$ cat config.mk
export PLATFORM = sky130hd
export DESIGN_NAME = switch_hex_monitor_flat
export DESIGN_NICKNAME = d
export VERILOG_FILES = /design/src/rtl/switch_hex_monitor_if.sv /design/src/rtl/switch_hex_monitor.sv /design/src/flat_wrapper.sv
export SDC_FILE = /design/constraint.sdc
export NUM_CORES = 1
export LEC_CHECK = 0
export ABC_CLOCK_PERIOD_IN_PS = 2170
export CAP_MARGIN = 20
export CORE_UTILIZATION = 53
export DETAILED_ROUTE_END_ITERATION = 8
export PLACE_DENSITY = 0.78
export SLEW_MARGIN = 25
export SYNTH_ARGS = -nofsm -noshare
export SYNTH_HDL_FRONTEND = slang
export SYNTH_SLANG_ARGS = --single-unit
$ cat constraint.sdc
create_clock -name clk -period 2.17 [get_ports clk]
set_input_delay 0.3255 -clock clk [delete_from_list [all_inputs] [get_ports clk]]
set_output_delay 0.3255 -clock clk [all_outputs]
set_load 0.02 [all_outputs]
$ cat src/rtl/switch_hex_monitor_if.sv
// Board-pin bundle between the front-panel monitor and the top level:
// raw switches and controls in, LEDs and seven-segment digits out.
interface switch_hex_monitor_if #(
    parameter int CHANNELS = 6
);
    logic [CHANNELS-1:0] SW;
    logic                mode;
    logic                clr;
    logic [CHANNELS-1:0] LEDR;
    logic [7:0]          HEX0;
    logic [7:0]          HEX1;
    logic [7:0]          HEX2;
    logic [7:0]          HEX3;
    logic [7:0]          HEX4;
    logic [7:0]          HEX5;

    modport master (
        output SW, mode, clr,
        input  LEDR, HEX0, HEX1, HEX2, HEX3, HEX4, HEX5
    );

    modport slave (
        input  SW, mode, clr,
        output LEDR, HEX0, HEX1, HEX2, HEX3, HEX4, HEX5
    );
endinterface

$ cat src/rtl/switch_hex_monitor.sv
// Switch synchroniser/debouncer with LED mirror, off->on counters and hex digits.
// Define SWITCH_HEX_MONITOR_DEBOUNCE_EN to enable the debouncer; otherwise state follows the synchroniser.
module switch_hex_monitor #(
    parameter int CHANNELS        = 6,
    parameter int DEBOUNCE_CYCLES = 500000
) (
    input logic                 clk,
    input logic                 reset_n,
    switch_hex_monitor_if.slave bus
);

    function automatic logic [7:0] hex_glyph(input logic [3:0] v);
        case (v)
            4'h0:    hex_glyph = 8'hC0;
            4'h1:    hex_glyph = 8'hF9;
            4'h2:    hex_glyph = 8'hA4;
            4'h3:    hex_glyph = 8'hB0;
            4'h4:    hex_glyph = 8'h99;
            4'h5:    hex_glyph = 8'h92;
            4'h6:    hex_glyph = 8'h82;
            4'h7:    hex_glyph = 8'hF8;
            4'h8:    hex_glyph = 8'h80;
            4'h9:    hex_glyph = 8'h90;
            4'hA:    hex_glyph = 8'h88;
            4'hB:    hex_glyph = 8'h83;
            4'hC:    hex_glyph = 8'hC6;
            4'hD:    hex_glyph = 8'hA1;
            4'hE:    hex_glyph = 8'h86;
            default: hex_glyph = 8'h8E;
        endcase
    endfunction

    logic [CHANNELS-1:0] r_sync1;
    logic [CHANNELS-1:0] r_sync2;
    logic [CHANNELS-1:0] w_state;
    logic [CHANNELS-1:0] w_rise;
    logic [3:0]          r_tcnt [CHANNELS];
    logic [7:0]          w_hex  [6];

    always_ff @(posedge clk) begin
        if (!reset_n) begin
            r_sync1 <= '0;
            r_sync2 <= '0;
        end else begin
            r_sync1 <= bus.SW;
            r_sync2 <= r_sync1;
        end
    end

`ifdef SWITCH_HEX_MONITOR_DEBOUNCE_EN
    localparam int CW = $clog2(DEBOUNCE_CYCLES);

    logic [CHANNELS-1:0] r_state;
    logic [CHANNELS-1:0] w_accept;
    logic [CW-1:0]       r_dcnt [CHANNELS];

    // Accept on the cycle the run of differing samples reaches DEBOUNCE_CYCLES.
    always_comb begin
        w_accept = '0;
        for (int i = 0; i < CHANNELS; i++) begin
            w_accept[i] = (r_sync2[i] != r_state[i]) &&
                          (r_dcnt[i] == CW'(DEBOUNCE_CYCLES - 1));
        end
    end

    always_ff @(posedge clk) begin
        if (!reset_n) begin
            r_state <= '0;
            for (int i = 0; i < CHANNELS; i++) r_dcnt[i] <= '0;
        end else begin
            for (int i = 0; i < CHANNELS; i++) begin
                if ((r_sync2[i] == r_state[i]) || w_accept[i]) r_dcnt[i] <= '0;
                else                                           r_dcnt[i] <= r_dcnt[i] + 1'b1;
                if (w_accept[i]) r_state[i] <= r_sync2[i];
            end
        end
    end

    assign w_state = r_state;
    assign w_rise  = w_accept & r_sync2;
`else
    // Rise is flagged on the edge where the synchroniser output goes high.
    assign w_state = r_sync2;
    assign w_rise  = r_sync1 & ~r_sync2;
`endif

    always_ff @(posedge clk) begin
        for (int i = 0; i < CHANNELS; i++) begin
            if (!reset_n || bus.clr) r_tcnt[i] <= '0;
            else if (w_rise[i])      r_tcnt[i] <= r_tcnt[i] + 4'd1;
        end
    end

    assign bus.LEDR = w_state;

    // Digits read clr directly so a clear shows as 0 on the very next edge.
    for (genvar g = 0; g < 6; g++) begin : g_hex
        if (g < CHANNELS) begin : g_act
            logic [7:0] r_seg;
            always_ff @(posedge clk) begin
                if (!reset_n)      r_seg <= 8'hC0;
                else if (bus.mode) r_seg <= hex_glyph(bus.clr ? 4'd0 : r_tcnt[g]);
                else               r_seg <= w_state[g] ? 8'hF9 : 8'hC0;
            end
            assign w_hex[g] = r_seg;
        end else begin : g_off
            assign w_hex[g] = 8'hFF;
        end
    end

    assign bus.HEX0 = w_hex[0];
    assign bus.HEX1 = w_hex[1];
    assign bus.HEX2 = w_hex[2];
    assign bus.HEX3 = w_hex[3];
    assign bus.HEX4 = w_hex[4];
    assign bus.HEX5 = w_hex[5];

endmodule

$ cat src/flat_wrapper.sv
// flat-port wrapper written by rule: the top's interface ports become plain ports
module switch_hex_monitor_flat 
#(
    parameter int CHANNELS        = 6,
    parameter int DEBOUNCE_CYCLES = 500000
)
  (clk, reset_n, bus_SW, bus_mode, bus_clr, bus_LEDR, bus_HEX0, bus_HEX1, bus_HEX2, bus_HEX3, bus_HEX4, bus_HEX5);
  switch_hex_monitor_if #(.CHANNELS(CHANNELS)) bus_i ();
  input logic clk;
  input logic reset_n;
  input wire logic [$bits(bus_i.SW)-1:0] bus_SW;
  input wire logic [$bits(bus_i.mode)-1:0] bus_mode;
  input wire logic [$bits(bus_i.clr)-1:0] bus_clr;
  output wire logic [$bits(bus_i.LEDR)-1:0] bus_LEDR;
  output wire logic [$bits(bus_i.HEX0)-1:0] bus_HEX0;
  output wire logic [$bits(bus_i.HEX1)-1:0] bus_HEX1;
  output wire logic [$bits(bus_i.HEX2)-1:0] bus_HEX2;
  output wire logic [$bits(bus_i.HEX3)-1:0] bus_HEX3;
  output wire logic [$bits(bus_i.HEX4)-1:0] bus_HEX4;
  output wire logic [$bits(bus_i.HEX5)-1:0] bus_HEX5;
  assign bus_i.SW = bus_SW;
  assign bus_i.mode = bus_mode;
  assign bus_i.clr = bus_clr;
  assign bus_LEDR = bus_i.LEDR;
  assign bus_HEX0 = bus_i.HEX0;
  assign bus_HEX1 = bus_i.HEX1;
  assign bus_HEX2 = bus_i.HEX2;
  assign bus_HEX3 = bus_i.HEX3;
  assign bus_HEX4 = bus_i.HEX4;
  assign bus_HEX5 = bus_i.HEX5;
  switch_hex_monitor #(.CHANNELS(CHANNELS), .DEBOUNCE_CYCLES(DEBOUNCE_CYCLES)) u_core (.clk(clk), .reset_n(reset_n), .bus(bus_i));
endmodule
**Word level (Yosys, flattened, before mapping)**

Memories as Yosys holds them, arrays and structs flattened.
Cells that the tools add are included.

- Bits in registers: 60
- Memory bits (writable): 24
- Memory bits (read-only): 672
- Input port bits: 10
- Output and inout port bits: 54
- Logic and storage cells: 75
- Memories kept: 7

- $add $sub $neg: 6
- Muxes and demuxes: 44
- Bitwise logic cells: 8
- Reduce and logical (&&, ||, !) cells: 2

Memories:

| name | depth | bits a word | read ports | clocked after memory_dff | write ports | line | RTL |
|---|---|---|---|---|---|---|---|
| (name not given) | 16 | 7 | 1 | 0 | 0 | switch_hex_monitor.sv:13 | `case (v)` |
| (name not given) | 16 | 7 | 1 | 0 | 0 | switch_hex_monitor.sv:13 |  |
| (name not given) | 16 | 7 | 1 | 0 | 0 | switch_hex_monitor.sv:13 |  |
| (name not given) | 16 | 7 | 1 | 0 | 0 | switch_hex_monitor.sv:13 |  |
| (name not given) | 16 | 7 | 1 | 0 | 0 | switch_hex_monitor.sv:13 |  |
| (name not given) | 16 | 7 | 1 | 0 | 0 | switch_hex_monitor.sv:13 |  |
| 1 more memories | -- | -- | -- | -- | -- | -- |  |

Operators by type and width:

| cell | count |
|---|---|
| 2-to-1 mux 4 bit | 12 |
| 2-to-1 mux 8 bit | 6 |
| 2-to-1 mux 6 bit | 6 |
| adder 4 x 1 -> 4 bit, second input constant | 6 |
| 2-to-1 mux 1 bit | 20 |
| AND 6 bit | 1 |
| NOT 6 bit | 1 |
| bitwise OR 1 bit | 6 |
| zero test 1 bit | 1 |
| logical OR 1 bit | 1 |

**Logic depth before layout (Yosys ltp)**

Gate-level depths: netlist of run 1.

- Depth after elaboration: 6
- Depth in mapped cells: 10
- Depth with buffers taken out: 8

**Worst setup path before layout of run 1**

OpenSTA, ideal clock, no wires.

- Kind: input port to flip-flop
- Start: input port bus_clr
- End: register u_core.g_hex[2].g_act.r_seg[2], in the netlist u_core.bus.HEX2[2]
- Setup time: 0.070 ns
- Arrival time: 1.710 ns
- Data required time: 2.100 ns
- Slack: 0.391 ns
- Cell stages on the path: 8
- Path buffers: 2
- Cells stage by stage: buf_6 > buf_2 > nor2b_1 > inv_1 > ha_1 > nand2b_1 > or2_2 > a21oi_1

- Longest elaborated chain between the ends: 3

RTL lines:

| what | line | RTL |
|---|---|---|
| start, declared | flat_wrapper.sv:13 | `input wire logic [$bits(bus_i.clr)-1:0] bus_clr;` |
| 2-to-1 mux 4 bit | switch_hex_monitor.sv:102 | `else if (bus.mode) r_seg <= hex_glyph(bus.clr ? 4'd0 : r_tcnt[g]);` |
| memory (16 x 7 bit) | -- |  |
| 2-to-1 mux 8 bit | switch_hex_monitor.sv:102 |  |
| end signal, assigned | switch_hex_monitor.sv:102 |  |
| end signal, assigned | switch_hex_monitor.sv:103 | `else r_seg <= w_state[g] ? 8'hF9 : 8'hC0;` |
| end, declared | switch_hex_monitor.sv:99 | `logic [7:0] r_seg;` |

Every way passes these cells.
A chain may end at the register's enable or synchronous reset.

**Worst setup path in the final report of run 1**

- Start: input port bus_clr
- End: register u_core.g_hex[4].g_act.r_seg[3], in the netlist u_core.bus.HEX4[3]

- Longest elaborated chain between the ends: 3

RTL lines:

| what | line |
|---|---|
| 2-to-1 mux 4 bit | switch_hex_monitor.sv:102 |
| memory (16 x 7 bit) | -- |
| 2-to-1 mux 8 bit | switch_hex_monitor.sv:102 |
| end signal, assigned | switch_hex_monitor.sv:102 |
| end signal, assigned | switch_hex_monitor.sv:103 |
| end, declared | switch_hex_monitor.sv:99 |

Every way passes these cells.

==> results.yml, run 1 <==
drt:
  vias: 3512
  wl_per_cell_um: 14.4
  wl_met1_um: 4330
  routed_wl_um: 9480
  wl_met2_um: 4560
  first_iter_violations: 125
  ant_nets: 0
  drc: 0
  dr_wl_met3_um: 440
  via_per_inst: 5.32
  drtPass1Iterations: 4
  routed.top_layer: "met4"
floorplanning:
  die_area_mm2: 0.00866
  num_io_pins: 64
  die_w_um: 93.1
  core_mm2: 0.00789
  die_height_um: 93.1
  start_util_pct: 55.7
  rows: 32
power:
  p_seq_share_pct: 53.0
  p_comb_share_pct: 15.2
  irDropWorstVdd_v: 0.000314
  internal_power_uw: 2250
  clock_power_share_pct: 31.8
  p_total_uw: 3120
  p_leak_uw: 0.00217
  switching_share_pct: 28.0
  power_switching_uw: 874
  p_per_area_mw_per_mm2: 575
cts:
  cts.htree.levels: 3
  clockBufferDepth: 2
  post_cts_buffers: 0
  clk_pin_slew_ns: 0.09
  cts_tree: "yes"
  post_cts_resized: 0
  clk-insertion-delay-late_ns: 0.36
  numClockSinks: 78
  clock-root-buffer: "clkbuf_8"
  ctsHoldBuffers: 0
  numCtsBuffers: 9
final_layout:
  final_common_cell: "clkdlybuf4s50_1"
  final_cell_mix: "clkdlybuf4s50_1 (57), nor2_1 (54), dfxtp_1 (54)"
  area_delta_synth_final_pct: 23.3
  insertedDiodeCount: 0
  drive_above_1_share_pct: 11.1
  postLayoutCoreUtil_pct: 68.8
  fin_nets: 605
  final_area_mm2: 0.00542
sta:
  slew_violations: 0
  post-route-period-util_pct: 88.7
  fin_tns_setup_ns: 0
  hold_viol_final: 0
  final.min_clock_period_ns: 1.93
  relSlewSlack_pct: 57.4
  setup_violations: 0
  worstMarginPinSlew_ns: 0.632
  fin_hold_ws_ns: 0.489
  rsz0062_at_grt: "false"
  finalClockSkew_ns: 0.0113
  max_freq_ghz: 0.519
grt:
  grt_first_pass_wirelength_um: 15500
  antenna_found_initial: 0
  grt_pass1_vias: 3289
  track_usage_pct: 23.2
  grt.overflow.total: 0
  grt_max_degree: 19
flow_run:
  drv_cap: 0
synth:
  synth-main-ff-cell: "dfxtp_1"
  synthSimpleGateAreaFrac_pct: 17.7
  synthDistinctLibCells: 47
  synth_mux_area_share_pct: 4.41
  synth_area_mm2: 0.00440
  synthAdderAreaFrac_pct: 12.0
  syn_inst: 471
  yosysWarnings: 0
  ys_async_sr_fraction_pct: 0
  seq_area_frac_synth_pct: 41.0
  synth_compound_area_share_pct: 15.6
  synth_edf_count: 24
  synth-seq-cells: 78
  synth_top_family_by_area: "simple AND/OR/NAND/NOR gates"
  avgSynthCellArea_um2: 9.33
  yosys.area_share.xor_xnor_pct: 2.99
worst_setup_path:
  reg2reg_depth: 7
  cp.required_ns: 2.42
  path_max_fanout: 16
  critPathKind: "in -> reg"
  cp-end-kind: "register"
  crit_arrival_ns: 2.18
  start_kind: "primary input"
status:
  status: "finished, final reports clean"
hold_path:
  min_path_cells: 1
  hp-class: "reg -> reg"
placement:
  post_dp_cell_area_mm2: 0.00525
  place_hpwl_um: 6940
  globalplace.congestion: 0.857
  place.port_buffers: 57
==> registers in the layout (all words and copies together), names as in the netlist <==
signal,count
u_core.bus.HEX2,7
u_core.r_tcnt,24
u_core.bus.HEX5,7
u_core.r_sync1,6
u_core.bus.HEX1,7
u_core.bus.HEX3,7
u_core.bus.HEX4,7
u_core.bus.LEDR,6
u_core.bus.HEX0,7
==> per-layer routing <==
layer  global-route usage [%]  vias up
met1                     29.5     1621
met4                     10.5        0
met3                     3.66       14
li1                         -     1778
met5                        0        -
met2                     38.8       99
==> worst paths after layout <==
path                                           from                       endpoint  slack, ns
setup / recovery                            bus_clr  u_core.bus.HEX4[3]$_SDFF_PN0_       0.24
hold / removal         u_core.r_sync1[1]$_SDFF_PN0_  u_core.bus.LEDR[1]$_SDFF_PN0_       0.49
setup reg to reg  u_core.r_tcnt[4][1]$_SDFFCE_PN0P_  u_core.bus.HEX4[3]$_SDFF_PN0_       0.37
hold reg to reg        u_core.r_sync1[1]$_SDFF_PN0_  u_core.bus.LEDR[1]$_SDFF_PN0_       0.49
==> cell families after synthesis <==
family / Yosys count
other cells: 1
simple gates: 154
xor+xnor: 15
flops: 78
fa+ha+maj: 42
compound gates: 105
mux: 19
buf+inv: 57
==> worst max-delay path, stage by stage <==
cell,delay (ns)
clkdlybuf4s50_1,0.44
buf_12,0.17
nor2b_1,0.27
inv_1,0.14
ha_1,0.27
nor2b_1,0.15
a21oi_1,0.14
o221ai_1,0.12
nor2b_1,0.15
==> through the flow <==
stage / instances / worst slack, ns
finish: 660 / 0.245
global route: 660 / 0.0998
CTS: 660 / 0.278
detailed placement: 644 / -0.102
global placement: 644 / -0.0405
floorplan: 476 / 0.391
==> cell usage after synthesis, drive strengths merged (4+ instances only) <==
library cell,instances,area [um^2]
a211oi,4,30.0
a21oi,19,95.1
a32oi,5,43.8
and2,18,113
buf,29,169
dfxtp,54,1080
edfxtp,24,721
ha,42,526
inv,27,104
mux2i,16,160
nand2,27,104
nand2b,6,45.0
nand3,6,30.0
nand3b,7,52.6
nor2,54,203
nor2b,25,156
o21ai,38,190
o22a,9,78.8
o311ai,6,52.6
o31ai,9,67.6
xnor2,6,52.6
xor2,9,78.8
==> layout make-up <==
class	instances	area (um^2)
multi-input cells	341	2340
fillers	639	2460
clock buffers	11	141
repair buffers	96	876
flip-flops and latches	78	1800
well taps	102	128
inverters	27	104
clock inverters	5	35.0
==> power by group through the flow <==
stage                     registers [uW]  clock network [uW]  logic (uW)
after global placement              1680                   0         461
after global routing                1660                1060         522
final                               1650                 991         475
after detailed placement            1690                   0         472
after CTS                           1650                1010         475
after floorplan                     1680                   0         296
No activity file was read; power rests on OpenSTA's default activity.
==> run 2, diff against run 1 <==
CELL_PAD_IN_SITES_DETAIL_PLACEMENT = 1   (was unset)
CELL_PAD_IN_SITES_GLOBAL_PLACEMENT = 1   (was unset)
CORE_UTILIZATION = 42   (was 53)
PLACE_DENSITY = unset   (was 0.78)
PLACE_DENSITY_LB_ADDON = 0.1   (was unset)
SLEW_MARGIN = 30   (was 25)
==> run 2 against run 1 <==
  * Worst setup slack improved by 0.0025 ns
  * Non-clock buffer count fell by 2
  * First-iteration DRC count fell by 43%
  * Clock power rose by 20%
  * Highest routed layer unchanged
  * Sequential cell count did not move
  * Final cell count rose by 4.4%
  * Utilization fell by 14 points
  * Clock-buffer cell count fell by 2
  * Sequential share of layout area fell by 0.36 points
  * Via count rose by 0.40%
  * Register-to-register slack improved by 0.05 ns
  * Global-route usage fell by 1.8 points
==> results.yml, run 2 (synthesis results as in run 1) <==
sta:
  slew_violations: 0
  worstMarginPinSlew_ns: 0.626
  finalClockSkew_ns: 0.00627
  rsz0062_at_grt: "false"
  setup_violations: 0
  max_freq_ghz: 0.520
  final.min_clock_period_ns: 1.92
  post-route-period-util_pct: 88.6
  hold_viol_final: 0
  relSlewSlack_pct: 57.8
worst_setup_path:
  critPathKind: "in -> reg"
  path_cells: "clkdlybuf4s50_1 -> buf_12 -> inv_4 -> nand2_1 -> inv_1 -> ha_1 -> nor2b_1 -> a21oi_1 -> o221a_1 -> o21ai_0"
  crit_arrival_ns: 2.18
  critPathMaxStageDelay_ns: 0.46
  cp_top_family: "buffers and inverters"
  critPathSlowestCell: "clkdlybuf4s50_1"
  start_kind: "primary input"
  path_max_fanout: 20
  cp.required_ns: 2.42
  cp-end-kind: "register"
  crit_buf_inv: 4
floorplanning:
  rows: 36
  start_util_pct: 44.2
  die_area_mm2: 0.0109
  core_mm2: 0.00995
  num_io_pins: 64
  die_w_um: 104
  die_height_um: 104
hold_path:
  hp-class: "reg -> reg"
grt:
  grt_max_degree: 21
  grt_first_pass_wirelength_um: 18400
  grt.overflow.total: 0
  grt_pass1_vias: 3650
  track_usage_pct: 21.5
  antenna_found_initial: 0
cts:
  clk_pin_slew_ns: 0.08
  clockBufferDepth: 2
  cts_tree: "yes"
  clk-insertion-delay-late_ns: 0.36
  ctsHoldBuffers: 0
  numCtsBuffers: 9
  post_cts_buffers: 0
  post_cts_resized: 0
  clock-root-buffer: "clkbuf_8"
  cts.htree.levels: 3
  numClockSinks: 78
drt:
  first_iter_violations: 71
  drtPass1Iterations: 4
  wl_per_cell_um: 16.0
  drc: 0
  ant_nets: 0
  routed_wl_um: 11100
  vias: 3526
  via_per_inst: 5.12
placement:
  place_hpwl_um: 8370
  globalplace.congestion: 0.876
  place.port_buffers: 57
  post_dp_cell_area_mm2: 0.00527
final_layout:
  drive_above_1_share_pct: 10.8
  largest_reg_flops: 24
  final_common_cell: "clkdlybuf4s50_1"
  final_area_mm2: 0.00548
  top_register: "u_core.r_tcnt"
  fin_nets: 603
  area_delta_synth_final_pct: 24.7
  insertedDiodeCount: 0
  final_cell_mix: "clkdlybuf4s50_1 (57), nor2_1 (54), dfxtp_1 (54)"
  num-fill-cells: 1133
power:
  p_seq_share_pct: 49.6
  irDropWorstVdd_v: 0.000320
  power_switching_uw: 895
  p_comb_share_pct: 14.7
  switching_share_pct: 26.9
  p_leak_uw: 0.00218
  internal_power_uw: 2440
  clock_power_share_pct: 35.7
  p_total_uw: 3330
  p_per_area_mw_per_mm2: 608
status:
  status: "finished, final reports clean"
flow_run:
  drv_cap: 0
==> run 2: changes by cell type in the layout (fill, tap and decap cells not counted), sizes merged <==
cell	delta
clkinv	+1
buf	-2
clkbuf	-2
inv	-1
bufinv	+2
==> run 2: worst register-to-register path: cells and delay by family (launching register included) <==
kind,cells,cell delay (ns)
buffers and inverters,1,0.14
DFF,1,0.46
and+or+nand+nor,1,0.19
AOI/OAI and AO/OA,3,0.53
adders and majority gates,1,0.33
==> run 2: per-stage QoR <==
stage               hold WS, ns  setup WS [ns]  TNS (ns)  cells  utilization (%)
global placement          0.468       -0.00205  -0.00205    673             52.9
global route              0.524         0.0761         0    689             55.1
finish                    0.498          0.247         0    689             55.1
CTS                       0.505          0.267         0    689             55.1
detailed placement        0.482         -0.128    -0.621    673             52.9
floorplan                 0.447          0.391         0    476                -
==> run 2: layout make-up <==
class | count | area [um^2] | area share, %
inverters | 27 | 104 | 1.89
clock buffers | 9 | 124 | 2.26
flip-flops and latches | 78 | 1800 | 32.9
multi-input cells | 341 | 2340 | 42.6
clock inverters | 7 | 88.8 | 1.62
well taps | 133 | 166 | 3.04
repair buffers | 94 | 861 | 15.7
==> run 2: power by group through the flow <==
stage / Sequential, uW / Combinational (uW) / Clock (uW)
after floorplan: 1680 / 296 / 0
after global placement: 1680 / 473 / 0
after detailed placement: 1690 / 489 / 0
after CTS: 1650 / 494 / 1220
after global routing: 1670 / 540 / 1290
final: 1650 / 489 / 1190
==> run 2: worst paths after layout <==
| path | start | to | slack, ns | depth (start not counted) |
|---|---|---|---|---|
| worst min register to register | u_core.r_sync1[2]$_SDFF_PN0_ | u_core.bus.LEDR[2]$_SDFF_PN0_ | 0.50 | 1 |
| worst max register to register | u_core.r_tcnt[1][1]$_SDFFCE_PN0P_ | u_core.bus.HEX1[3]$_SDFF_PN0_ | 0.42 | 6 |
| worst max-delay path | bus_clr | u_core.bus.HEX1[3]$_SDFF_PN0_ | 0.25 | 10 |
| worst min-delay path | u_core.r_sync1[2]$_SDFF_PN0_ | u_core.bus.LEDR[2]$_SDFF_PN0_ | 0.50 | 1 |
==> run 2: routing by layer <==
layer / part of all wire (%) / GRT usage, % / vias to the layer above
met5: 0 / 0 / -
met4: 1.3 / 7.04 / 0
met3: 2.3 / 3.01 / 13
met2: 50 / 37.5 / 46
met1: 46 / 27.0 / 1704
li1: - / - / 1763
